--- config.mk ---
export PLATFORM = sky130hd
export DESIGN_NAME = mem_moc_unit
export DESIGN_NICKNAME = d
export VERILOG_FILES = /design/src/rtl/mem_moc_unit.sv
export SDC_FILE = /design/constraint.sdc
export NUM_CORES = 2
export LEC_CHECK = 0
export BUFFER_PORTS_ARGS = -buffer_cell sky130_fd_sc_hd__buf_2
export CORE_AREA = 4 4 492 494
export CTS_CLUSTER_DIAMETER = 150
export DETAILED_ROUTE_END_ITERATION = 7
export DIE_AREA = 0 0 496 498
export GPL_ROUTABILITY_DRIVEN = 1
export SLEW_MARGIN = 10
export SYNTH_ARGS = -nofsm -noshare
export SYNTH_HDL_FRONTEND = slang
export SYNTH_SLANG_ARGS = --single-unit
--- constraint.sdc ---
create_clock -name CLK -period 5.85 [get_ports CLK]
set_clock_uncertainty 0.1 [all_clocks]
set_input_delay 0.585 -clock CLK [delete_from_list [all_inputs] [get_ports CLK]]
set_output_delay 0.585 -clock CLK [all_outputs]
set_load 0.02 [all_outputs]
--- src/rtl/mem_moc_unit.sv ---
// mem_moc_unit
//   Byte/word addressable data memory that answers the control unit's
//   MOV/MOC handshake. A request is captured in IDLE. The unit then waits
//   WAIT_CYC cycles in WAIT, performs the access, and raises moc in DONE
//   until MOV drops.
//
// Ports
//   CLK       clock, rising edge
//   CLR       synchronous active-high reset
//   MOV       memory operation valid
//   RW        1 = read, 0 = write
//   typeData  1 = 32-bit word, 0 = byte
//   addr      byte address; only addr[ADDR_W-1:0] is used
//   dataIn    write data (byte writes use dataIn[7:0])
//   dataOut   registered read data; holds until the next read
//   moc       registered memory-operation-complete
//   busy      registered, high while in WAIT or DONE
module mem_moc_unit #(
  parameter int ADDR_W   = 8,
  parameter int WAIT_CYC = 2
) (
  input  logic        CLK,
  input  logic        CLR,
  input  logic        MOV,
  input  logic        RW,
  input  logic        typeData,
  input  logic [31:0] addr,
  input  logic [31:0] dataIn,
  output logic [31:0] dataOut,
  output logic        moc,
  output logic        busy
);

  localparam int          WORDS     = 1 << (ADDR_W - 2);
  localparam logic [3:0]  WAIT_INIT = 4'(WAIT_CYC);

  typedef enum logic [1:0] {
    S_IDLE = 2'd0,
    S_WAIT = 2'd1,
    S_DONE = 2'd2
  } state_t;

  state_t              state_reg;
  logic [3:0]          cnt_reg;
  logic                rw_reg;
  logic                word_reg;
  logic [ADDR_W-1:0]   addr_reg;
  logic [31:0]         data_reg;

  // Access fires on the WAIT->DONE edge; CLR suppresses it so an aborted
  // write never reaches the array.
  logic access_go;
  assign access_go = (state_reg == S_WAIT) && (cnt_reg == 4'd0) && !CLR;

  // Upper address bits alias away by design.
  logic unused_addr;
  assign unused_addr = ^addr[31:ADDR_W];

  // Big-endian word view of the addressed row: lane 0 is bits 31:24.
  logic [31:0] rd_word;
  logic [7:0]  rd_byte;

  // Memory is split into four byte lanes so a word access touches one row
  // in every lane while a byte access touches only its own lane.
  generate
    for (genvar gi = 0; gi < 4; gi++) begin : g_lane
      logic [7:0] bank [WORDS];
      logic       wr_en;
      logic [7:0] wr_byte;

      assign wr_en   = access_go && !rw_reg &&
                       (word_reg || (addr_reg[1:0] == 2'(gi)));
      assign wr_byte = word_reg ? data_reg[31-8*gi -: 8] : data_reg[7:0];
      assign rd_word[31-8*gi -: 8] = bank[addr_reg[ADDR_W-1:2]];

      always_ff @(posedge CLK) begin
        if (wr_en) begin
          bank[addr_reg[ADDR_W-1:2]] <= wr_byte;
        end
      end
    end
  endgenerate

  // Lane 3 needs no shift, lane 0 shifts down by 24.
  logic [31:0] rd_shift;
  assign rd_shift = rd_word >> {~addr_reg[1:0], 3'b000};
  assign rd_byte  = rd_shift[7:0];

  always_ff @(posedge CLK) begin
    if (CLR) begin
      state_reg <= S_IDLE;
      cnt_reg   <= 4'd0;
      rw_reg    <= 1'b0;
      word_reg  <= 1'b0;
      addr_reg  <= '0;
      data_reg  <= 32'h0;
      dataOut   <= 32'h0;
      moc       <= 1'b0;
      busy      <= 1'b0;
    end else begin
      case (state_reg)
        S_IDLE: begin
          if (MOV) begin
            rw_reg    <= RW;
            word_reg  <= typeData;
            // Word accesses are forced to a 4-byte boundary at capture.
            addr_reg  <= typeData ? {addr[ADDR_W-1:2], 2'b00} : addr[ADDR_W-1:0];
            data_reg  <= dataIn;
            cnt_reg   <= WAIT_INIT;
            state_reg <= S_WAIT;
            busy      <= 1'b1;
          end
        end
        S_WAIT: begin
          if (cnt_reg == 4'd0) begin
            if (rw_reg) begin
              dataOut <= word_reg ? rd_word : {24'h0, rd_byte};
            end
            state_reg <= S_DONE;
            moc       <= 1'b1;
          end else begin
            cnt_reg <= cnt_reg - 4'd1;
          end
        end
        S_DONE: begin
          if (!MOV) begin
            state_reg <= S_IDLE;
            moc       <= 1'b0;
            busy      <= 1'b0;
          end
        end
        default: begin
          state_reg <= S_IDLE;
          moc       <= 1'b0;
          busy      <= 1'b0;
        end
      endcase
    end
  end

endmodule

==> metrics.csv <==
metric,value,unit
grt_util_met2,0.295,
detail-route-antenna-nets,0,
synth_seq_cells,2136,
post-route-period-util,0.788,
dr.first_iter.drc_count,5045,
synthDistinctLibCells,60,
failing_checks,design-rule violations,
worst_hold_path_type,reg2reg,
max-slew-margin-rel,0.128,
flip_flop_count_of_the_largest_register_all_copies_and_words_added,2048,
port_buffers,78,
setup_violations,0,
p_leak,29.5,nW
worst_setup_path_start_kind,flop,
htreeDepth,4,
clockBufferDepth,3,
timing.setup.critical_path_class,reg2reg,
ys.flop_type,edfxtp_1,
drtPass1Iterations,8,
detail_route.drc_violations,217,
routedWlPerCell,30.7,microns
netlist.top_cell.by_area,edfxtp_1,
overflow,0,
dieHeight,498,microns
crit_path_max_fanout,47,
root_buffer,clkbuf_16,
timing.final.hold_violations,0,
power-per-cell-area,350,nW/um^2
clkLatencyLatePin,0.85,ns
cap_violations,0,
cp-end-kind,flop,
design.final.nets,4327,
synth_warnings,0,
critPathRequiredTime,6.43,ns
core_area,237000,sq um
ioPinCount,103,
hold_path_startpoint,data_reg[15]$_SDFFE_PP0P_,
design_power_total,0.0332,W
syn_to_final_growth,14.2,%
synth.cells.most_frequent,"edfxtp_1 (2048), mux4_2 (530), nor2_1 (316), nand2_1 (277), clkbuf_1 (107)",
slew_viol_final,0,
post_drt_via_cell_ratio,5.51,
area_of_the_die,247000,sq um
replace_congestion,0.831,
vias,42000,
cts.reportedPaths.clkPinSlew,0.06,ns
initial_utilization,0.349,
setup_total_negative_slack,0,ns
hpwlAfterDp,144,mm
groute.layer.met3.usage,0.0497,
ir_worst_vdd,257,uV
status,finished with violations,
cts_buf_count,213,
via_count_of_the_first_global_routing_pass,42200,
synth_enable_flop_cells,2048,
rows,179,
groute.layer.met1.usage,0.239,
grt_start_max_net_pins,75,
post-synth-top-area-fraction,0.741,
grtUsageTotal,0.187,
floorplan.die.width,496,microns
post_cts_resized,0,
synthesis.instances,4062,
grt_pass1_wl,328,mm
worst-slew-pin-transition,1.31,ns
achievable-frequency,217,MHz
most_utilized_layer_in_the_global_route_result,met2,
ys_seq_area_frac,0.763,
mapped_nets,4132,
period_minus_ws_final,4.61,ns
synthArstFlopShare,0,
synth.most_common_cell,edfxtp_1,
ys_top_cells_by_area,"edfxtp_1 (74%), mux4_2 (14%), dfxtp_1 (2.1%)",
timing.critical_path.arrival,5.19,ns
antenna_found_initial,16,
clock-sinks,2136,
syn_avg_cell_area,20.4,sq um
totalWireLength,234,mm
post_synthesis_cell_area,83000,sq um
setup_repair_after_global_routing_missed_its_margin,false,
cts_tree,yes,
final_layout_size_suffix_gt1_frac,0.250,
## worst max-delay path, cell delays in order, from the launching register on
cell	delay [ns]
dfxtp_4	1.02
buf_12	0.41
buf_4	0.38
mux4_2	0.55
a22oi_1	0.27
a21oi_1	0.13
nor4_1	0.97
mux2i_1	0.17
nand2_1	0.15
a311oi_1	0.10
## layout by cell type, fill, tap and decap left out, types with 16 or more instances in the layout
master and n:
clkinv_1 38, clkbuf_16 219, bufinv_16 29, nor2_1 313
buf_4 81, a22oi_1 80, nand2_2 24, clkinv_2 36
nand2b_1 18, o22ai_1 16, mux2_2 31, a21oi_1 100
nand2_1 251, buf_2 77, buf_12 17, nand3_1 20
edfxtp_1 2048, dlygate4sd3_1 45, clkbuf_1 47, mux4_2 530
diode_2 20, mux2i_1 99, dfxtp_1 73
## stage by stage
stage,setup slack (ns),hold slack (ns),cells,instance area [sq um],utilization
finish,1.24,0.356,7623,94700,0.399
global route,0.996,0.374,7609,94700,0.399
CTS,1.12,0.357,7603,94600,0.399
detailed placement,1.15,0.348,7164,87100,0.367
global placement,1.13,0.352,7164,87100,0.367
floorplan,3.22,0.336,4062,83000,-
## what timing repair did
action	4_1_cts	5_1_grt
endpoints found under the hold margin	56	0
hold buffers	45	0
buffers inserted	0	0
setup endpoints to repair	0	0
## where the power goes
group / total, W / internal [W] / switching, W
clock: 0.0140 / 0.00817 / 0.00578
combinational: 0.00222 / 0.000751 / 0.00147
sequential: 0.0170 / 0.0169 / 0.0000803
## path summary, 6_finish.rpt
kind | to | slack, ns | depth (start not counted)
max | dataOut[0]$_SDFFE_PP0P_ | 1.24 | 9
min | data_reg[15]$_SDFFE_PP0P_ | 0.36 | 2
max reg2reg | dataOut[0]$_SDFFE_PP0P_ | 1.24 | 9
min reg2reg | data_reg[15]$_SDFFE_PP0P_ | 0.36 | 2
## layer usage
metal  share of wire  up-vias
met5          0.0021        -
met4           0.052       16
met2            0.48     1849
met1            0.38    22500
met3           0.082      516
li1                -    17100
## logic make-up after synthesis
group                    after synthesis  share of synthesized area
XOR/XNOR                               2                   0.000211
AND/OR/NAND/NOR                      709                     0.0356
flip-flops                          2136                      0.763
multiplexers                         661                      0.160
adder cells (fa/ha/maj)                1                   0.000151
AO/OA/AOI/OAI                        307                     0.0248
buffers and inverters                246                     0.0164
## layout make-up
type                    instances  area [sq um]
fillers                     21000        143000
flip-flops and latches       2136         63300
multi-input cells            1680         18500
clock buffers                 271          5730
well taps                    3167          3960
repair buffers                220          1780
clock inverters               123          1390
diodes                         20          50.0
inverters                       6          27.5
Note: power is estimated with default switching activity, not from simulation.
